[config.mk]
export PLATFORM = sky130hd
export DESIGN_NAME = nibble_serial_adder
export DESIGN_NICKNAME = d
export VERILOG_FILES = /design/src/rtl/nibble_serial_adder.sv
export SDC_FILE = /design/constraint.sdc
export NUM_CORES = 1
export LEC_CHECK = 0
export ABC_AREA = 1
export BUFFER_PORTS_ARGS = -buffer_cell sky130_fd_sc_hd__buf_2
export CORE_UTILIZATION = 45
export CTS_BUF_LIST = sky130_fd_sc_hd__clkbuf_4 sky130_fd_sc_hd__clkbuf_8 sky130_fd_sc_hd__clkbuf_16
export DETAILED_ROUTE_END_ITERATION = 12
export GPL_ROUTABILITY_DRIVEN = 0
export PLACE_DENSITY = 0.7
export SLEW_MARGIN = 0
export SYNTH_ARGS = -nofsm -noshare
export SYNTH_HDL_FRONTEND = slang
export SYNTH_SLANG_ARGS = --single-unit
[constraint.sdc]
create_clock -name clk -period 2.6 [get_ports clk]
set_clock_uncertainty 0.2 [all_clocks]
set_input_delay 0.39 -clock clk [delete_from_list [all_inputs] [get_ports clk]]
set_output_delay 0.39 -clock clk [all_outputs]
set_load 0.005 [all_outputs]
[src/rtl/nibble_serial_adder.sv]
`default_nettype none
// ============================================================================
//  Module      : nibble_serial_adder
//  Description : Multi-cycle WIDTH-bit adder that works one nibble per cycle.
//                It drives an external 4-bit carry-lookahead unit with
//                per-nibble propagate/generate and consumes that unit's
//                carries in the same cycle. It accumulates the sum, the
//                carry-out and the signed overflow.
//                Optional feature macro: NSA_SUBTRACT_EN adds a 'sub' input
//                that selects a - b.
//  Revision    : 1.0  initial release
// ============================================================================
module nibble_serial_adder #(
  parameter int WIDTH = 16
) (
  input  logic             clk,
  input  logic             rst,
  input  logic             in_valid,
  output logic             in_ready,
  input  logic [WIDTH-1:0] a,
  input  logic [WIDTH-1:0] b,
  input  logic             cin,
`ifdef NSA_SUBTRACT_EN
  input  logic             sub,
`endif
  output logic [3:0]       pi,
  output logic [3:0]       gi,
  output logic             cla_cin,
  input  logic [3:0]       cla_c,
  output logic             out_valid,
  input  logic             out_ready,
  output logic [WIDTH-1:0] sum,
  output logic             cout,
  output logic             overflow
);

  localparam int NIBBLES = WIDTH / 4;
  localparam int IDX_W   = (NIBBLES > 1) ? $clog2(NIBBLES) : 1;
  localparam logic [IDX_W-1:0] c_last_idx = IDX_W'(NIBBLES - 1);

  // Reject operand widths that are not whole nibbles.
  if (((WIDTH % 4) != 0) || (WIDTH < 4)) begin : g_bad_width
    $error("nibble_serial_adder: WIDTH must be a multiple of 4 and >= 4");
  end

  typedef enum logic [1:0] {
    ST_IDLE = 2'd0,
    ST_RUN  = 2'd1,
    ST_DONE = 2'd2
  } state_t;

  state_t           r_state;
  state_t           w_state_nxt;
  logic [WIDTH-1:0] r_a;
  logic [WIDTH-1:0] r_b;
  logic             r_carry;
  logic [IDX_W-1:0] r_idx;
  logic [WIDTH-1:0] w_b_in;
  logic             w_cin_in;
  logic [3:0]       w_a_nib;
  logic [3:0]       w_b_nib;
  logic             w_last;

  // Operand conditioning at capture: subtraction is a + ~b + 1.
`ifdef NSA_SUBTRACT_EN
  assign w_b_in   = sub ? ~b : b;
  assign w_cin_in = sub ? 1'b1 : cin;
`else
  assign w_b_in   = b;
  assign w_cin_in = cin;
`endif

  assign w_a_nib = r_a[4*r_idx +: 4];
  assign w_b_nib = r_b[4*r_idx +: 4];
  assign w_last  = (r_idx == c_last_idx);

  // State register; rst aborts any operation straight back to IDLE.
  always_ff @(posedge clk or posedge rst) begin
    if (rst) r_state <= ST_IDLE;
    else     r_state <= w_state_nxt;
  end

  // Next-state and handshake/CLA-interface outputs. CLA inputs are idle outside RUN.
  always_comb begin
    w_state_nxt = r_state;
    in_ready    = 1'b0;
    out_valid   = 1'b0;
    pi          = 4'd0;
    gi          = 4'd0;
    cla_cin     = 1'b0;
    case (r_state)
      ST_IDLE: begin
        in_ready = 1'b1;
        if (in_valid) w_state_nxt = ST_RUN;
      end
      ST_RUN: begin
        pi      = w_a_nib ^ w_b_nib;
        gi      = w_a_nib & w_b_nib;
        cla_cin = r_carry;
        if (w_last) w_state_nxt = ST_DONE;
      end
      ST_DONE: begin
        out_valid = 1'b1;
        if (out_ready) w_state_nxt = ST_IDLE;
      end
      default: w_state_nxt = ST_IDLE;
    endcase
  end

  // Datapath: capture operands in IDLE, fold one nibble per RUN cycle, hold results in DONE.
  always_ff @(posedge clk or posedge rst) begin
    if (rst) begin
      r_a      <= '0;
      r_b      <= '0;
      r_carry  <= 1'b0;
      r_idx    <= '0;
      sum      <= '0;
      cout     <= 1'b0;
      overflow <= 1'b0;
    end else begin
      case (r_state)
        ST_IDLE: begin
          if (in_valid) begin
            r_a     <= a;
            r_b     <= w_b_in;
            r_carry <= w_cin_in;
            r_idx   <= '0;
            sum     <= '0;
          end
        end
        ST_RUN: begin
          // Bit k of the nibble sums with the carry into bit k: cla_cin for
          // bit 0, otherwise the CLA carry out of bit k-1.
          sum[4*r_idx +: 4] <= pi ^ {cla_c[2:0], r_carry};
          r_carry           <= cla_c[3];
          if (w_last) begin
            r_idx    <= '0;
            cout     <= cla_c[3];
            overflow <= cla_c[3] ^ cla_c[2];
          end else begin
            r_idx <= r_idx + 1'b1;
          end
        end
        default: ;
      endcase
    end
  end

endmodule
`default_nettype wire

==> results.sh <==
export IMPL_status="completed"
export IMPL_path_clk_slew_ns=0.10
export IMPL_worstPathRequired_ns=2.01
export IMPL_r2r_cells=10
export IMPL_clk_latency_ns=0.32
export IMPL_grt_pass1_vias=2300
export IMPL_initial_utilization_pct=47.9
export IMPL_vias=2418
export IMPL_core_area_mm2=0.00564
export IMPL_crit_path_max_fanout=29
export IMPL_port_buffers=69
export IMPL_post_route_cell_area_mm2=0.00327
export IMPL_synth_cell_types=24
export IMPL_synthArstFlopShare_pct=100
export IMPL_comb_power_share_pct=50.8
export IMPL_finish_utilization_pct=58.0
export IMPL_pwr_share_seq_pct=35.5
export IMPL_r2r_slack_ns=0.47
export IMPL_p_clk_share_pct=13.7
export IMPL_die_w_um=79.5
export IMPL_drive_gt1_share_pct=26.1
export IMPL_area_growth_pct=21.0
export IMPL_wl_per_cell_um=13.2
export IMPL_rows=27
export IMPL_routed_wl_mm=6.36
export IMPL_slew_headroom_pct=63.2
export IMPL_grt_overflow_total=0
export IMPL_post_synth_cell_area_avg_um2=8.00
export IMPL_grt_pass1_wl_mm=10.7
export IMPL_placedInstanceArea_mm2=0.00307
export IMPL_cp_arrival_ns=1.97
export IMPL_seq_area_frac_synth_pct=50.9
export IMPL_detailed_place_hpwl_mm=4.53
export IMPL_cts_made_buffers=5
export IMPL_nets=458
export IMPL_critPathMaxStageDelay_ns=0.42
export IMPL_synth_ff_type="dfrtp_1"
export IMPL_synth_top_cell_by_area="dfrtp_1"
export IMPL_min_to="r_state[1]$_DFFE_PP0P_"
export IMPL_r2r_start="r_idx[0]$_DFFE_PP0P_"
export IMPL_ir_drop_mv=0.546
export IMPL_internal_power_w=0.00233
export IMPL_max_freq_ghz=0.391
export IMPL_hold_path_depth=2
export IMPL_yosys_top_cells_count="nand2_1 (145), dfrtp_1 (55), nor2_1 (25)"
export IMPL_grt_usage_pct=22.0
export IMPL_hp_class="input port to flop"
export IMPL_synthCells=338
export IMPL_netlist_area_mm2=0.00271
export IMPL_p_per_area_mw_per_mm2=1280
export IMPL_hold_viol=0
export IMPL_netlist_top_cells_area="dfrtp_1 (51%), nand2_1 (20%), ha_1 (3.7%), nor2_1 (3.5%), o21ai_0 (3.1%)"
export IMPL_switching_share_pct=44.3
export IMPL_n_fill_cell=523
export IMPL_die_h_um=79.5
export IMPL_cts_root_buf="clkbuf_8"
export IMPL_ys_warnings_count=0
export IMPL_antenna_found_initial=0
export IMPL_min_period_ns=2.56
export IMPL_p_leak_nw=1.87
export IMPL_cap_violations=0
export IMPL_grt_max_degree=41
export IMPL_viasPerCell=5.02
export IMPL_cts_tree="done"
export IMPL_die_area_mm2=0.00633
export IMPL_synth_most_common_cell="nand2_1"
export IMPL_diodes=0
export IMPL_setup_violations=0
export IMPL_ioPinCount=70
export IMPL_crit_path_cell_trace="buf_6 -> o21ai_0 -> o22ai_1 -> ha_1 -> nand3_2 -> inv_2 -> buf_2"
export IMPL_cp_startpoint="r_idx[0]$_DFFE_PP0P_"
export IMPL_cts_max_level=2
export IMPL_p_switching_w=0.00186
export IMPL_grt_setup_unrepaired="yes"
export IMPL_syn_num_nets=387
export IMPL_dr_pass1_iters=4
export IMPL_cts_buffer_depth=2
export IMPL_finalCritPeriodShare_pct=98.4
export IMPL_synth_top_cell_area_share_pct=50.9
export IMPL_drc=0
export IMPL_finalMaxSlewViolations=0
export IMPL_antenna_left=0
export IMPL_critPathCaptureType="output port"
export IMPL_critical_path_slowest_cell="dfrtp_1"
export IMPL_synth_edf_count=0
export IMPL_tightest_slew_ns=0.552
export IMPL_drt_initial_drc_count=162
export IMPL_ys_ff_latch=55
export IMPL_start_kind="flop"
export IMPL_clock_sinks=55
export IMPL_r2r_end="sum[9]$_DFFE_PP0P_"
export IMPL_hold_path_startpoint="out_ready"
export IMPL_critPathKind="flop to output port"
## placed cells by master (no fill, tap or decap), drive strengths merged
cell / n
ha: 8
nor2: 27
dfrtp: 55
dlygate4sd3: 1
clkinv: 2
xnor2: 1
o21ai: 23
mux2: 1
o22ai: 8
clkinvlp: 2
buf: 78
bufinv: 1
nand4: 13
nand3: 11
clkbuf: 5
inv: 22
or2: 1
nor3: 1
nand2: 149
o31ai: 1
## cells by family after synthesis
family,after synthesis,synth area share [%]
AOI/OAI and AO/OA,32,6.38
muxes,1,0.416
DFF,55,50.9
xor gates and xnor gates,1,0.324
adders and majority gates,8,3.70
buffers and inverters,39,7.31
and+or+nand+nor,202,31.0
## cell type report
cell class	instances	area, um2	share of cell area [%]
multi-input cells	244	1140	35.0
repair buffers	79	450	13.8
clock buffers	5	68.8	2.10
inverters	24	97.6	2.98
well taps	72	90.1	2.75
clock inverters	3	43.8	1.34
flip-flops and latches	55	1380	42.1
## per-layer routing
metal,wire length (um),part of all wire [%],GRT usage [%]
met5,0,0,0
met2,3110,49,37.7
met3,272,4.3,3.20
met1,2890,45,28.0
met4,94,1.5,8.36
## power groups by stage
stage,logic [W],clock network (W),registers (W)
2_1_floorplan,0.00148,0,0.00139
3_3_place_gp,0.00192,0,0.00149
3_5_place_dp,0.00196,0,0.00149
4_1_cts,0.00198,0.000584,0.00147
5_1_grt,0.00242,0.000612,0.00153
6_report,0.00213,0.000575,0.00149
## timing repair
item,CTS,global route
hold buffers,1,0
endpoints found under the setup margin,0,5
hold endpoints to repair,24,0
buffers inserted,0,6
resized for setup,0,16
## per-stage QoR
step                      setup TNS [ns]  power [W]  hold WS (ns)  instances  setup WS [ns]
final                                  0    0.00419        0.0411        482         0.0423
after global routing            -0.00719    0.00456        0.0490        482       -0.00677
after CTS                              0    0.00404        0.0430        476         0.0577
after detailed placement               0    0.00345         0.264        467          0.432
after global placement                 0    0.00341         0.261        467          0.457
after floorplan                        0    0.00287         0.244        338          0.528
## sequential cells by signal, summed over array words and instances (netlist names)
register,count
r_carry,1
r_a,16
cout,1
overflow,1
r_b,16
r_idx,2
sum,16
r_state,2
## critical path, delay by kind of cell, from the launching register on
family	cells	cell delay, ns
AND/OR/NAND/NOR	1	0.10
buffers and inverters	3	0.37
AO/OA/AOI/OAI	2	0.40
flip-flops	1	0.42
adder cells (fa/ha/maj)	1	0.34
## worst max-delay path by stage
stage               depth (start not counted)    end
floorplan                                   8  pi[1]
global placement                            7  pi[0]
detailed placement                          7  pi[0]
CTS                                         7  pi[0]
global route                                7  pi[2]
finish                                      7  pi[0]
Note: power is estimated with default switching activity, not from simulation.
